===== config.mk =====
export PLATFORM = sky130hd
export DESIGN_NAME = tcam_rslt_rdr
export DESIGN_NICKNAME = d
export VERILOG_FILES = /design/src/rtl/tcam_rslt_rdr.sv
export SDC_FILE = /design/constraint.sdc
export NUM_CORES = 1
export LEC_CHECK = 0
export BUFFER_PORTS_ARGS = -buffer_cell sky130_fd_sc_hd__buf_2
export CORE_MARGIN = 10
export CORE_UTILIZATION = 51
export CTS_CLUSTER_SIZE = 12
export DETAILED_ROUTE_END_ITERATION = 10
export GPL_ROUTABILITY_DRIVEN = 0
export PLACE_DENSITY = 0.75
export SYNTH_ARGS = -nofsm -noshare
export SYNTH_HDL_FRONTEND = slang
export SYNTH_SLANG_ARGS = --single-unit

===== constraint.sdc =====
create_clock -name clk -period 2.04 [get_ports clk]
set_clock_uncertainty 0.1 [all_clocks]
set_input_delay 0.102 -clock clk [delete_from_list [all_inputs] [get_ports clk]]
set_output_delay 0.102 -clock clk [all_outputs]
set_load 0.02 [all_outputs]

===== src/rtl/tcam_rslt_rdr.sv =====
// TCAM result reader: buffers {status, rule ID} words from the lookup pipeline
// in a small first-word-fall-through queue and tracks overflow and single-match hits.
module tcam_rslt_rdr #(
  parameter int WID    = 10,
  parameter int RIDW   = 8,
  parameter int DEP    = 4,
  parameter int DROPNM = 0
) (
  input  logic            clk,
  input  logic            rst,
  input  logic            ivld,
  input  logic [WID-1:0]  idat,
  input  logic            ordy,
  output logic            ovld,
  output logic [RIDW-1:0] orid,
  output logic [1:0]      osta,
  output logic            ohit,
  output logic            ofull,
  output logic            oovf,
  output logic [15:0]     ohcnt
);

  localparam int AW = (DEP > 1) ? $clog2(DEP) : 1;
  localparam int CW = AW + 1;
  localparam logic [CW-1:0] CNT_FULL = CW'(DEP);
  localparam logic [CW-1:0] CNT_ONE  = CW'(1);

  typedef enum logic [1:0] {
    ST_NONE   = 2'b00,
    ST_SINGLE = 2'b01,
    ST_MULTI  = 2'b10,
    ST_ERR    = 2'b11
  } status_e;

  logic [WID-1:0] mem [DEP];
  logic [AW-1:0]  wptr, rptr, rptr_nx;
  logic [CW-1:0]  cnt;
  logic [WID-1:0] nxt_word;
  status_e        in_sta;
  logic           empty, filt, pop, push;

  assign in_sta   = status_e'(idat[WID-1:WID-2]);
  assign empty    = (cnt == '0);
  assign ofull    = (cnt == CNT_FULL);
  assign ovld     = !empty;
  assign ohit     = ovld && (osta == ST_SINGLE);
  assign filt     = (DROPNM == 1) && (in_sta == ST_NONE);
  assign pop      = ovld && ordy;
  assign push     = ivld && !filt && (!ofull || pop);
  assign rptr_nx  = rptr + 1'b1;
  assign nxt_word = mem[rptr_nx];

  // NOTE: the storage array carries no reset; pointers and occupancy define
  // which entries are live, so stale contents are never observable.
  always_ff @(posedge clk) begin
    if (push) mem[wptr] <= idat;
  end

  // NOTE: all sequential state uses non-blocking assignments so every
  // register samples pre-edge values regardless of statement order.
  always_ff @(posedge clk) begin
    if (!rst) begin
      wptr  <= '0;
      rptr  <= '0;
      cnt   <= '0;
      oovf  <= 1'b0;
      ohcnt <= '0;
      orid  <= '0;
      osta  <= ST_NONE;
    end else begin
      if (push) wptr <= wptr + 1'b1;
      if (pop)  rptr <= rptr_nx;

      case ({push, pop})
        2'b10:   cnt <= cnt + CNT_ONE;
        2'b01:   cnt <= cnt - CNT_ONE;
        default: cnt <= cnt;
      endcase

      if (ivld && !filt && ofull && !pop) oovf <= 1'b1;

      if (pop && (osta == ST_SINGLE) && (ohcnt != 16'hFFFF)) ohcnt <= ohcnt + 16'd1;

      // Head register mirrors mem[rptr]: refill from the next entry on pop,
      // or take the incoming word when it becomes the only entry.
      if (pop && (cnt > CNT_ONE)) begin
        orid <= nxt_word[RIDW-1:0];
        osta <= nxt_word[WID-1:WID-2];
      end else if (push && (empty || (pop && cnt == CNT_ONE))) begin
        orid <= idat[RIDW-1:0];
        osta <= idat[WID-1:WID-2];
      end
    end
  end

endmodule


==> results.py <==
metrics = {
    "routing": {
        "viasPerCell": 5.734,
        "wire_per_inst_um": 17.47,
        "route.antenna.remaining_nets": 0,
        "first_iter_violations": 85,
        "vias": 2437,
        "drc_errors": 0,
        "drt_first_pass_iters": 4,
        "wirelength_um": 7425,
    },
    "clock_tree": {
        "clock-sinks": 74,
        "postCtsSetupBuffers": 0,
        "ctsHtreeMaxLevel": 3,
        "clkLatencyLatePin_ns": 0.34,
        "cts_inserted_buffers": 9,
        "cts_tree": "done",
        "cts_buffer_depth": 2,
        "clock-root-buffer": "clkbuf_8",
        "clk_pin_slew_ns": 0.08,
    },
    "sta": {
        "fmax_mhz": 507.7,
        "tightest_slew_ns": 0.3854,
        "min_period_over_period_pct": 96.56,
        "relSlewSlack_pct": 74.31,
        "hold_viol": 0,
        "drv_slew": 0,
        "tns_ns": 0,
        "setup_viol": 0,
        "period_minus_slack_ns": 1.970,
        "rsz0062_at_grt": "false",
        "finalHoldWorstSlack_ns": 0.03035,
    },
    "pwr": {
        "switchingPower_w": 0.001254,
        "max-vdd-ir-drop_v": 0.0008436,
        "p_total_w": 0.004154,
        "pwr-share-seq_pct": 43.5,
        "pwr-share-clk_pct": 29.4,
        "powerDensity_nw_per_um2": 1016,
        "pwr-share-comb_pct": 27.1,
        "switching_share_pct": 30.19,
        "leakagePower_nw": 1.521,
        "p_int_w": 0.002900,
    },
    "synthesis": {
        "synth-adder-area-share_pct": 3.395,
        "synth_ff_type": "edfxtp_1",
        "synth_area_leaders": "edfxtp_1 36%, dfxtp_1 21%, mux4_2 6.8%",
        "synth_top_area_cell": "edfxtp_1",
        "yosys.area_share.simple_pct": 16.22,
        "synth_cells": 275,
        "synthXorXnorAreaFrac_pct": 0.7922,
        "synth_edf_count": 40,
        "async_flop_share_pct": 0,
        "synth_area_um2": 3317,
        "yosys_warnings": 0,
        "yosys.area.top_type_share_pct": 36.21,
        "synth_mux_area_share_pct": 11.92,
        "synth_compound_area_share_pct": 7.695,
        "ys_top_cells_by_count": "40 x edfxtp_1, 34 x dfxtp_1, 18 x nand2_1",
        "avgSynthCellArea_um2": 12.06,
        "ys_ff_latch": 74,
        "yosysSeqAreaShare_pct": 56.73,
        "synth_top_family_by_area": "simple AND/OR/NAND/NOR gates",
        "syn_nets": 298,
        "synth_cell_types": 40,
        "yosysMostFrequentCell": "edfxtp_1",
    },
    "die": {
        "pin_count": 44,
        "die_y_um": 100.6,
        "coreArea_um2": 6350,
        "die-area_um2": 10130,
        "rows": 29,
        "start_util_pct": 52.24,
        "fp.dieW_um": 100.6,
    },
    "grt": {
        "grt_pass1_wl_um": 11720,
        "grt_overflow": 0,
        "grt_pass1_vias": 2344,
        "antenna_found_initial": 0,
        "grt_max_degree": 26,
        "grt.total_usage_pct": 14.46,
    },
    "worst_setup_path": {
        "crit_required_ns": 2.22,
        "path_max_fanout": 12,
        "crit_path_end_kind": "register",
        "cp.arrival_ns": 2.15,
        "crit_type": "reg2reg",
        "cp-start-kind": "register",
        "r2r_setup_slack_ns": 0.07,
    },
    "placement": {
        "dpl-instance-area_um2": 3769,
        "dp_hpwl_um": 4925,
        "io_buffers": 43,
    },
    "job": {
        "maxCapViolCount": 0,
    },
    "final_layout": {
        "finalInstanceArea_um2": 4088,
        "nets": 367,
        "fin_util_pct": 64.37,
        "diodes": 0,
        "drive_above_1_share_pct": 29.89,
        "area_growth_pct": 23.24,
    },
    "hold_path": {
        "hp-class": "in2reg",
    },
    "outcome": {
        "outcome": "completed",
    },
}
==> logic make-up (layout without fill, tap and decap cells) <==
family          after synthesis  after routing
fa+ha+maj                     9              9
compound gates               40             40
mux                          27             27
flops                        74             74
simple gates                 97             98
xor+xnor                      3              3
buf+inv                      25             97
==> cells in the final DEF (no fill, tap or decap), drive strengths merged, types with 10 or more instances in the layout <==
master	netlist	routed
edfxtp	40	40
dlygate4sd3	0	10
dfxtp	34	34
buf	7	63
mux2i	17	17
nand2	18	18
mux4	10	10
a211oi	11	11
nor3	14	14
a21oi	15	15
==> worst paths after layout <==
path,startpoint,end,cells past startpoint
hold / removal,rst,ohcnt[4],3
setup reg to reg,cnt[1],ohcnt[3],6
hold reg to reg,oovf,oovf,2
setup / recovery,cnt[1],ohcnt[3],6
==> flip-flops by register name, summed over array words and instances, names as in the netlist <==
| signal | cells |
|---|---|
| osta | 2 |
| cnt | 3 |
| oovf | 1 |
| wptr | 2 |
| rptr | 2 |
| ohcnt | 16 |
| orid | 8 |
| mem | 40 |
==> per-layer routing <==
layer / part of all wire (%) / routed length [um] / GRT usage (%)
met5: 0 / 0 / 0
met4: 1.3 / 93 / 5.543
met3: 4.6 / 344 / 3.909
met2: 50 / 3692 / 23.59
met1: 44 / 3295 / 17.77
==> power by group through the flow <==
| stage | clock network [W] | registers, W | logic [W] |
|---|---|---|---|
| floorplan | 0 | 0.00192 | 0.000639 |
| global placement | 0 | 0.00183 | 0.00108 |
| detailed placement | 0 | 0.00184 | 0.00111 |
| CTS | 0.00124 | 0.00181 | 0.00113 |
| global route | 0.00130 | 0.00182 | 0.00123 |
| finish | 0.00122 | 0.00181 | 0.00113 |
==> layout make-up <==
type                       count  area [um2]
fill                         475        2262
sequential                    74        1884
multi-input combinational    177        1380
timing repair buffer          73       478.0
clock buffer                   9       123.9
tap                           77       96.34
clock inverter                 6       91.34
inverter                       9       33.78
==> timing repair <==
| item | CTS | global route |
|---|---|---|
| hold buffers | 10 | 0 |
| pin swaps | 1 | 4 |
| resized for setup | 1 | 3 |
| endpoints found under the setup margin | 2 | 4 |
| endpoints found under the hold margin | 40 | 0 |
| gates cloned | 0 | 1 |
==> critical path, cell delays in order (launching register included) <==
cell	delay, ns
dfxtp_2	0.34
inv_2	0.06
ha_4	0.15
nor2b_4	0.13
or3_4	0.46
or4_1	0.52
a21oi_1	0.15
==> per-stage QoR <==
stage / setup WS, ns / std cells
finish: 0.07022 / 425
global route: 0.004962 / 425
global placement: 0.05694 / 400
detailed placement: 0.02223 / 400
floorplan: 0.01013 / 275
CTS: 0.002172 / 425
Note: power is estimated with default switching activity, not from simulation.
